==> config.mk <==
export PLATFORM = sky130hd
export DESIGN_NAME = uart_frame_arbiter
export DESIGN_NICKNAME = d
export VERILOG_FILES = /design/src/rtl/uart_frame_arbiter.sv
export SDC_FILE = /design/constraint.sdc
export NUM_CORES = 1
export LEC_CHECK = 0
export ABC_AREA = 1
export BUFFER_PORTS_ARGS = -buffer_cell sky130_fd_sc_hd__buf_2
export CAP_MARGIN = 20
export CORE_AREA = 2 2 429 431
export CTS_BUF_LIST = sky130_fd_sc_hd__clkbuf_2
export DETAILED_ROUTE_END_ITERATION = 6
export DIE_AREA = 0 0 431 433
export GPL_ROUTABILITY_DRIVEN = 0
export SYNTH_ARGS = -nofsm -noshare
export SYNTH_HDL_FRONTEND = slang
export SYNTH_SLANG_ARGS = --single-unit
==> constraint.sdc <==
create_clock -name sys_clk -period 2.5 [get_ports sys_clk]
set_clock_uncertainty 0.05 [all_clocks]
set_input_delay 0 -clock sys_clk [delete_from_list [all_inputs] [get_ports sys_clk]]
set_output_delay 0 -clock sys_clk [all_outputs]
set_load 0.005 [all_outputs]
==> src/rtl/uart_frame_arbiter.sv <==
// Round-robin arbiter that shares one byte-level uart_tx among NUM_REQ string sources.
// Each granted string goes out as "&&" + content + "&&", one byte per uart_tx handshake.
module uart_frame_arbiter #(
  parameter int NUM_REQ     = 4,
  parameter int STR_BYTES   = 32,
  parameter int TIMEOUT_CLK = 200_000
) (
  input  logic                           sys_clk,
  input  logic                           sys_rst_n,
  input  logic [NUM_REQ-1:0]             req_valid,
  input  logic [NUM_REQ*STR_BYTES*8-1:0] req_string,
  input  logic [NUM_REQ*8-1:0]           req_length,
  output logic [NUM_REQ-1:0]             req_ack,
  output logic [NUM_REQ-1:0]             req_done,
  output logic                           req_err,
  output logic                           busy,
  output logic [2:0]                     cur_grant,
  output logic [7:0]                     uart_tx_data,
  output logic                           uart_tx_req,
  input  logic                           uart_tx_done
);
  localparam int BW = 9;
  localparam int IW = (STR_BYTES > 1) ? $clog2(STR_BYTES) : 1;
  localparam int CW = (TIMEOUT_CLK > 1) ? $clog2(TIMEOUT_CLK) : 1;
  localparam logic [7:0] AMP = 8'h26;

  typedef enum logic [1:0] {IDLE, SEND, WAIT, DONE} state_t;

  typedef struct packed {
    logic [BW-1:0]                len;
    logic [STR_BYTES-1:0][7:0]    data;
  } frame_t;

  state_t        state;
  frame_t        frm;
  logic [2:0]    ptr;
  logic [BW-1:0] bidx;
  logic [CW-1:0] tcnt;

  logic [NUM_REQ-1:0][STR_BYTES-1:0][7:0] str_v;
  logic [NUM_REQ-1:0][7:0]                len_v;

  assign str_v = req_string;
  assign len_v = req_length;

  // Round-robin scan starting at ptr, wrapping modulo NUM_REQ.
  logic found;
  int   wi;
  int   k;
  always_comb begin
    found = 1'b0;
    wi    = 0;
    k     = 0;
    for (int i = 0; i < NUM_REQ; i++) begin
      k = int'(ptr) + i;
      if (k >= NUM_REQ) k = k - NUM_REQ;
      if (!found && req_valid[k]) begin
        found = 1'b1;
        wi    = k;
      end
    end
  end

  logic [BW-1:0] len_sel;
  always_comb begin
    len_sel = {1'b0, len_v[wi]};
    if (len_sel > BW'(STR_BYTES)) len_sel = BW'(STR_BYTES);
  end

  // Byte b of the frame: two delimiters, L content bytes, two delimiters.
  logic [BW-1:0] off;
  logic [7:0]    byte_nx;
  logic          last_byte;
  always_comb begin
    off       = bidx - BW'(2);
    last_byte = (bidx == frm.len + BW'(3));
    if (bidx < BW'(2) || bidx >= frm.len + BW'(2)) byte_nx = AMP;
    else                                           byte_nx = frm.data[off[IW-1:0]];
  end

  always_ff @(posedge sys_clk) begin
    if (!sys_rst_n) begin
      state        <= IDLE;
      frm          <= '0;
      ptr          <= '0;
      bidx         <= '0;
      tcnt         <= '0;
      req_ack      <= '0;
      req_done     <= '0;
      req_err      <= 1'b0;
      busy         <= 1'b0;
      cur_grant    <= '0;
      uart_tx_data <= '0;
      uart_tx_req  <= 1'b0;
    end else begin
      req_ack     <= '0;
      req_done    <= '0;
      req_err     <= 1'b0;
      uart_tx_req <= 1'b0;
      case (state)
        IDLE: begin
          if (found) begin
            frm.data  <= str_v[wi];
            frm.len   <= len_sel;
            cur_grant <= 3'(wi);
            req_ack   <= NUM_REQ'(1) << wi;
            ptr       <= (wi == NUM_REQ - 1) ? 3'd0 : 3'(wi + 1);
            busy      <= 1'b1;
            bidx      <= '0;
            state     <= SEND;
          end
        end
        SEND: begin
          uart_tx_data <= byte_nx;
          uart_tx_req  <= 1'b1;
          tcnt         <= '0;
          state        <= WAIT;
        end
        WAIT: begin
          // A completed byte wins over a coincident timeout.
          if (uart_tx_done) begin
            if (last_byte) begin
              req_done <= NUM_REQ'(1) << cur_grant;
              state    <= DONE;
            end else begin
              bidx  <= bidx + BW'(1);
              state <= SEND;
            end
          end else if (tcnt == CW'(TIMEOUT_CLK - 1)) begin
            req_done <= NUM_REQ'(1) << cur_grant;
            req_err  <= 1'b1;
            state    <= DONE;
          end else begin
            tcnt <= tcnt + CW'(1);
          end
        end
        DONE: begin
          busy  <= 1'b0;
          state <= IDLE;
        end
        default: state <= IDLE;
      endcase
    end
  end

endmodule

==> key figures, run 1 <==
Floorplanning
  – Row count: 157
  – Starting Density: 12.6%
  – Die span in x: 431 um
  – Ports: 1,085
  – Die height: 433 um

Clocking
  – Clk Tree Root Cell: clkbuf_2
  – CTS Buffer Depth: 3
  – CTS buffer count: 92
  – Cts hold-fix bufs: 1,502
  – Setup repair bufs after CTS: 57
  – H-tree levels: 3
  – Post_cts resized: 342
  – # clock sinks: 318

Yosys
  – XOR/XNOR Fraction of Synth Area: 1.03%
  – Synth Area per Inst: 6.14 um2
  – Synthesized area: 0.0230 mm2
  – Distinct cells, synth: 52
  – Post-synthesis mux area share: 0.131%
  – Adder-cell share of the synthesized area: 1.03%
  – Main synth FF type: dfxtp_1
  – Compound-cell area share of the yosys netlist: 22.8%
  – FF+latch count, synth: 318
  – Sequential area share after synthesis: 27.7%
  – YS warnings: 0
  – Async SR Flop Fraction: 0%
  – Largest family of logic cells by synthesized area: simple AND/OR/NAND/NOR gates
  – Syn nets: 4,826
  – Simple-Gate Fraction of Synth Area: 34.2%
  – Cells after Synth: 3,744
  – Post-synth EDFFs: 0

Placed design
  – Hpwl dp: 136 mm
  – Place WS: -730 ps
  – Number of buffers added on ports: 1,084

Run status
  – Tool error: [ERROR RSZ-0060] Max buffer count reached.
  – Outcome: aborted with a tool error
  – Failed at: 4_1_cts
-- cells by family after synthesis --
family | count (synthesis)
AND/OR/NAND/NOR | 1868
multiplexers | 3
adder cells (fa/ha/maj) | 19
buffers and inverters | 618
XOR/XNOR | 27
AO/OA/AOI/OAI | 891
flip-flops | 318
-- cells in the mapped netlist (2+ instances only) --
| cell | instances | area (um2) |
|---|---|---|
| nand4_1 | 7 | 43.8 |
| nand2_4 | 2 | 22.5 |
| o21ai_0 | 207 | 1040 |
| buf_1 | 8 | 30.0 |
| nor3_1 | 14 | 70.1 |
| o21a_1 | 2 | 15.0 |
| a221oi_1 | 17 | 149 |
| inv_1 | 313 | 1170 |
| inv_2 | 7 | 26.3 |
| mux2i_1 | 3 | 30.0 |
| o22ai_1 | 47 | 294 |
| nor2_2 | 4 | 25.0 |
| xor2_1 | 16 | 140 |
| o311ai_0 | 5 | 43.8 |
| nand3_1 | 510 | 2550 |
| nor2_4 | 2 | 22.5 |
| clkinv_1 | 4 | 15.0 |
| o31ai_1 | 3 | 22.5 |
| o21ai_1 | 215 | 1080 |
| buf_2 | 115 | 576 |
| buf_4 | 29 | 218 |
| or2_2 | 22 | 138 |
| a21oi_1 | 218 | 1090 |
| nand2_1 | 1127 | 4230 |
| a31oi_1 | 3 | 18.8 |
| clkbuf_1 | 98 | 368 |
| o211ai_1 | 9 | 67.6 |
| buf_6 | 30 | 338 |
| ha_1 | 19 | 238 |
| a211oi_1 | 4 | 30.0 |
| o221ai_1 | 22 | 193 |
| a22oi_1 | 9 | 67.6 |
| nand2_2 | 11 | 68.8 |
| xnor2_1 | 11 | 96.3 |
| nand3_2 | 3 | 30.0 |
| a22o_1 | 23 | 201 |
| a21oi_2 | 101 | 885 |
| nor4_1 | 3 | 18.8 |
| dfxtp_1 | 318 | 6370 |
| nor2_1 | 160 | 601 |
| buf_12 | 12 | 240 |
-- per-stage QoR --
stage | utilization (%) | setup TNS [ps] | instance area (um2) | cells
floorplan | - | 0 | 23000 | 3744
global placement | 18.1 | -39840 | 32900 | 7272
detailed placement | 18.1 | -31510 | 32900 | 7272
==> run 2, diff against run 1 <==
- CORE_AREA: 2 2 429 431 -> 2 2 427 429
- CTS_BUF_LIST: sky130_fd_sc_hd__clkbuf_2 -> unset
- DIE_AREA: 0 0 431 433 -> 0 0 429 431
- PLACE_DENSITY_LB_ADDON: unset -> 0.15
- clock period: 2.5 -> 3.2 ns (I/O delays scaled with it)
==> run 2 against run 1 <==
The flow now finishes without violations. Synthesized cell count is the same. Area after synthesis is the same.
==> key figures, run 2 <==
Final layout
  – Max FFs per register: 264
  – Non-Filler Instances: 8,252
  – Most common cell after layout, fill and taps aside: nand2_1
  – Post-route cell area: 0.0439 mm2
  – Fin util: 24.3%
  – Most frequent cells in the layout: nand2_1 (1,126), buf_2 (1,084), dlygate4sd3_1 (1,042), nand3_1 (509), dfxtp_1 (315)
  – Layout cell share with drive strength beyond 1: 26.3%
  – Biggest regs: frm x264, tcnt x18, bidx x9
  – FILL cells: 20,178
  – Area occupied by registers: 0.00637 mm2
  – Largest Register: frm
  – Area of the multi-input gates: 0.0137 mm2
  – Area Overhead vs Synth: 90.9%
  – Layout Nets: 6,918

Placed design
  – Area after DPL: 0.0317 mm2 (-3.5%)
  – Place WS: 63.9 ps (+794 ps)
  – Number of buffers added on ports: 1,084 (unchanged)
  – Post-Place Cells: 7,111 (-2.2%)
  – Hpwl dp: 125 mm (-7.9%)

Yosys
  – Sequential area share after synthesis: 27.7% (unchanged)
  – Count leader, synth: nand2_1
  – YS warnings: 0 (unchanged)
  – Distinct cells, synth: 52 (unchanged)
  – Synth Area per Inst: 6.14 um2 (unchanged)
  – Syn nets: 4,826 (unchanged)
  – Synth area leaders: dfxtp_1 (28%), nand2_1 (18%), nand3_1 (11%), inv_1 (5.1%), a21oi_1 (4.7%)
  – Synthesized area: 0.0230 mm2 (unchanged)
  – FF+latch count, synth: 318 (unchanged)
  – Main synth FF type: dfxtp_1
  – Top post-synthesis cells by count: nand2_1 (1,127), nand3_1 (510), dfxtp_1 (318)
  – Top-area cell type share of the netlist area: 27.7% (unchanged)
  – Async SR Flop Fraction: 0% (unchanged)
  – Cells after Synth: 3,744 (unchanged)
  – Yosys top cell by area: dfxtp_1
  – Post-synth EDFFs: 0 (unchanged)

Floorplanning
  – Die height: 431 um (-0.46%)
  – Core box area: 0.180 mm2
  – Ports: 1,085 (unchanged)
  – Row count: 156 (-0.64%)
  – Die area: 0.185 mm2
  – Starting Density: 12.8% (+0.14 points)
  – Die span in x: 429 um (-0.46%)

Timing
  – RSZ-0062 raised after global routing: false
  – Final Hold Vio Count: 0
  – Min Tclk post-route: 3000 ps
  – Final WS setup: 201 ps
  – Measured slew at the worst slew-check pin: 978 ps
  – F_max: 333 MHz
  – Part of the cycle the worst path needs: 93.7%
  – Relative slew slack: 34.8%
  – Final setup viols: 0
  – Setup TNS: 0 ps
  – Max Slew Vio Count: 0

Run status
  – Outcome: complete, no violations

Global routing
  – Antenna violations before repair: 13
  – GRT Util Overall: 16.4%
  – Pin count of the biggest net entering global routing: 66
  – First-pass GRT wire length: 227 mm
  – Gr ovfl total: 0
  – Vias in the first global route: 34,914

Clocking
  – H-tree levels: 2 (-1)
  – CTS tree: done
  – # clock sinks: 318 (unchanged)
  – Clk pin slew, worst setup/hold paths: 60 ps
  – CTS buffer count: 44 (-52%)
  – Clk Tree Root Cell: clkbuf_16
  – CTS Buffer Depth: 3 (unchanged)
  – Clock Latency Late Sink: 610 ps

Routing
  – ANT nets after route: 0
  – First drt pass iteration count: 5
  – Routed len/inst: 19.4 um
  – Routed WL: 160 mm
  – Via/cell ratio: 4.08
  – 1st-iter DRT viols: 1,754
  – DRC Markers: 0
  – Via count: 33,655

Power
  – Cell Pwr Density: 807 mW/mm2
  – Worst VDD drop: 0.000546 V
  – P_leak: 20.7 nW

Worst setup path
  – Critical path buffers and inverters: 4
  – Path depth of the worst reg2reg path: 18
  – Max FO, Critical Path: 12
  – CP Capture Type: flip-flop
  – WP data arrival: 3500 ps
  – Crit path cell chain: inv_6 > ha_4 > inv_1 > nand3_1 > nand2_4 > a21oi_4 > nand2_4 > buf_4 > nand3_1 > nand3_1 > dlygate4sd3_1 > nand2_1 > nand2_1 > nor2_1 > nand2_1 > nand2_2 > nand2_1 > nand2_1
  – Critical Path Source Type: flip-flop
  – Reg2reg start: ptr[0]
  – Stages on worst setup path: 18
  – Critical path's largest stage delay: 560 ps
  – CP top delay family: simple AND/OR/NAND/NOR gates
  – R2R setup slack: 200 ps
  – CP max stage cell: dlygate4sd3_1
  – Most common cell on crit path: nand2_1
  – Critical Path RT: 3700 ps
  – Worst setup path category: reg -> reg
  – Critical R2R Capture: frm[259]

Min path
  – Hold Path Class: in -> reg
  – Hold endpoint: frm[234]
  – Min-delay src: req_string[746]
  – Hold path depth: 5

Run
  – Max Cap Viol: 0
run 2: cell counts after synthesis:
No cell type changed its count.
run 2: cell type report:
type,count,area share [%]
multi-input cells,2809,31.3
diodes,12,0.0685
clock buffers,60,2.90
repair buffers,2336,41.0
flip-flops and latches,318,14.5
repair inverters,1,0.0257
inverters,326,2.88
well taps,2370,6.76
clock inverters,20,0.516
run 2: metrics by stage:
stage               power (mW)  hold slack (ps)
CTS                       35.8             3.61
detailed placement        29.1              214
finish                    35.4             40.9
global route              38.6             6.33
global placement          29.2              209
floorplan                 20.3             28.5
run 2: cell families after synthesis:
kind of cell	Yosys count	synth area share, %
and+or+nand+nor	1868	34.2
AOI/OAI and AO/OA	891	22.8
buffers and inverters	618	13.1
DFF	318	27.7
xor gates and xnor gates	27	1.03
adders and majority gates	19	1.03
muxes	3	0.131
run 2: how the worst max path moves through the flow:
stage | to | slack [ps] | start
floorplan | ptr[1] | 610 | ptr[0]
finish | frm[259] | 200 | ptr[0]
global placement | frm[246] | 60 | ptr[0]
global route | uart_tx_data[4] | 30 | bidx[0]
CTS | frm[201] | 20 | ptr[0]
detailed placement | frm[246] | 60 | ptr[0]
run 2: worst min-delay path, cell delays in order:
cell,delay [ps]
buf_2,100
nor2_1,40
o22ai_1,250
buf_4,170
a22o_1,110
run 2: layer usage:
metal	up-vias	part of all wire [%]	wire length, um	global-route usage (%)
met5	-	0.0069	11	0
met4	2	2.9	4680	4.76
met3	206	3.9	6270	2.03
met2	1018	50	80500	29.6
met1	15829	43	68400	20.2
li1	16600	-	-	-
run 2: where the power goes:
| group | leakage (nW) | switching [mW] | internal, mW |
|---|---|---|---|
| sequential | 2.62 | 0.796 | 5.14 |
| clock | 0.737 | 2.13 | 3.11 |
| combinational | 17.3 | 15.3 | 8.93 |
run 2: timing repair:
action | in CTS | in global routing
resized for setup | 0 | 13
hold buffers | 1042 | 0
endpoints found under the hold margin | 293 | 0
endpoints found under the setup margin | 0 | 101
buffers inserted | 0 | 5
(Power assumes the default switching activity.)
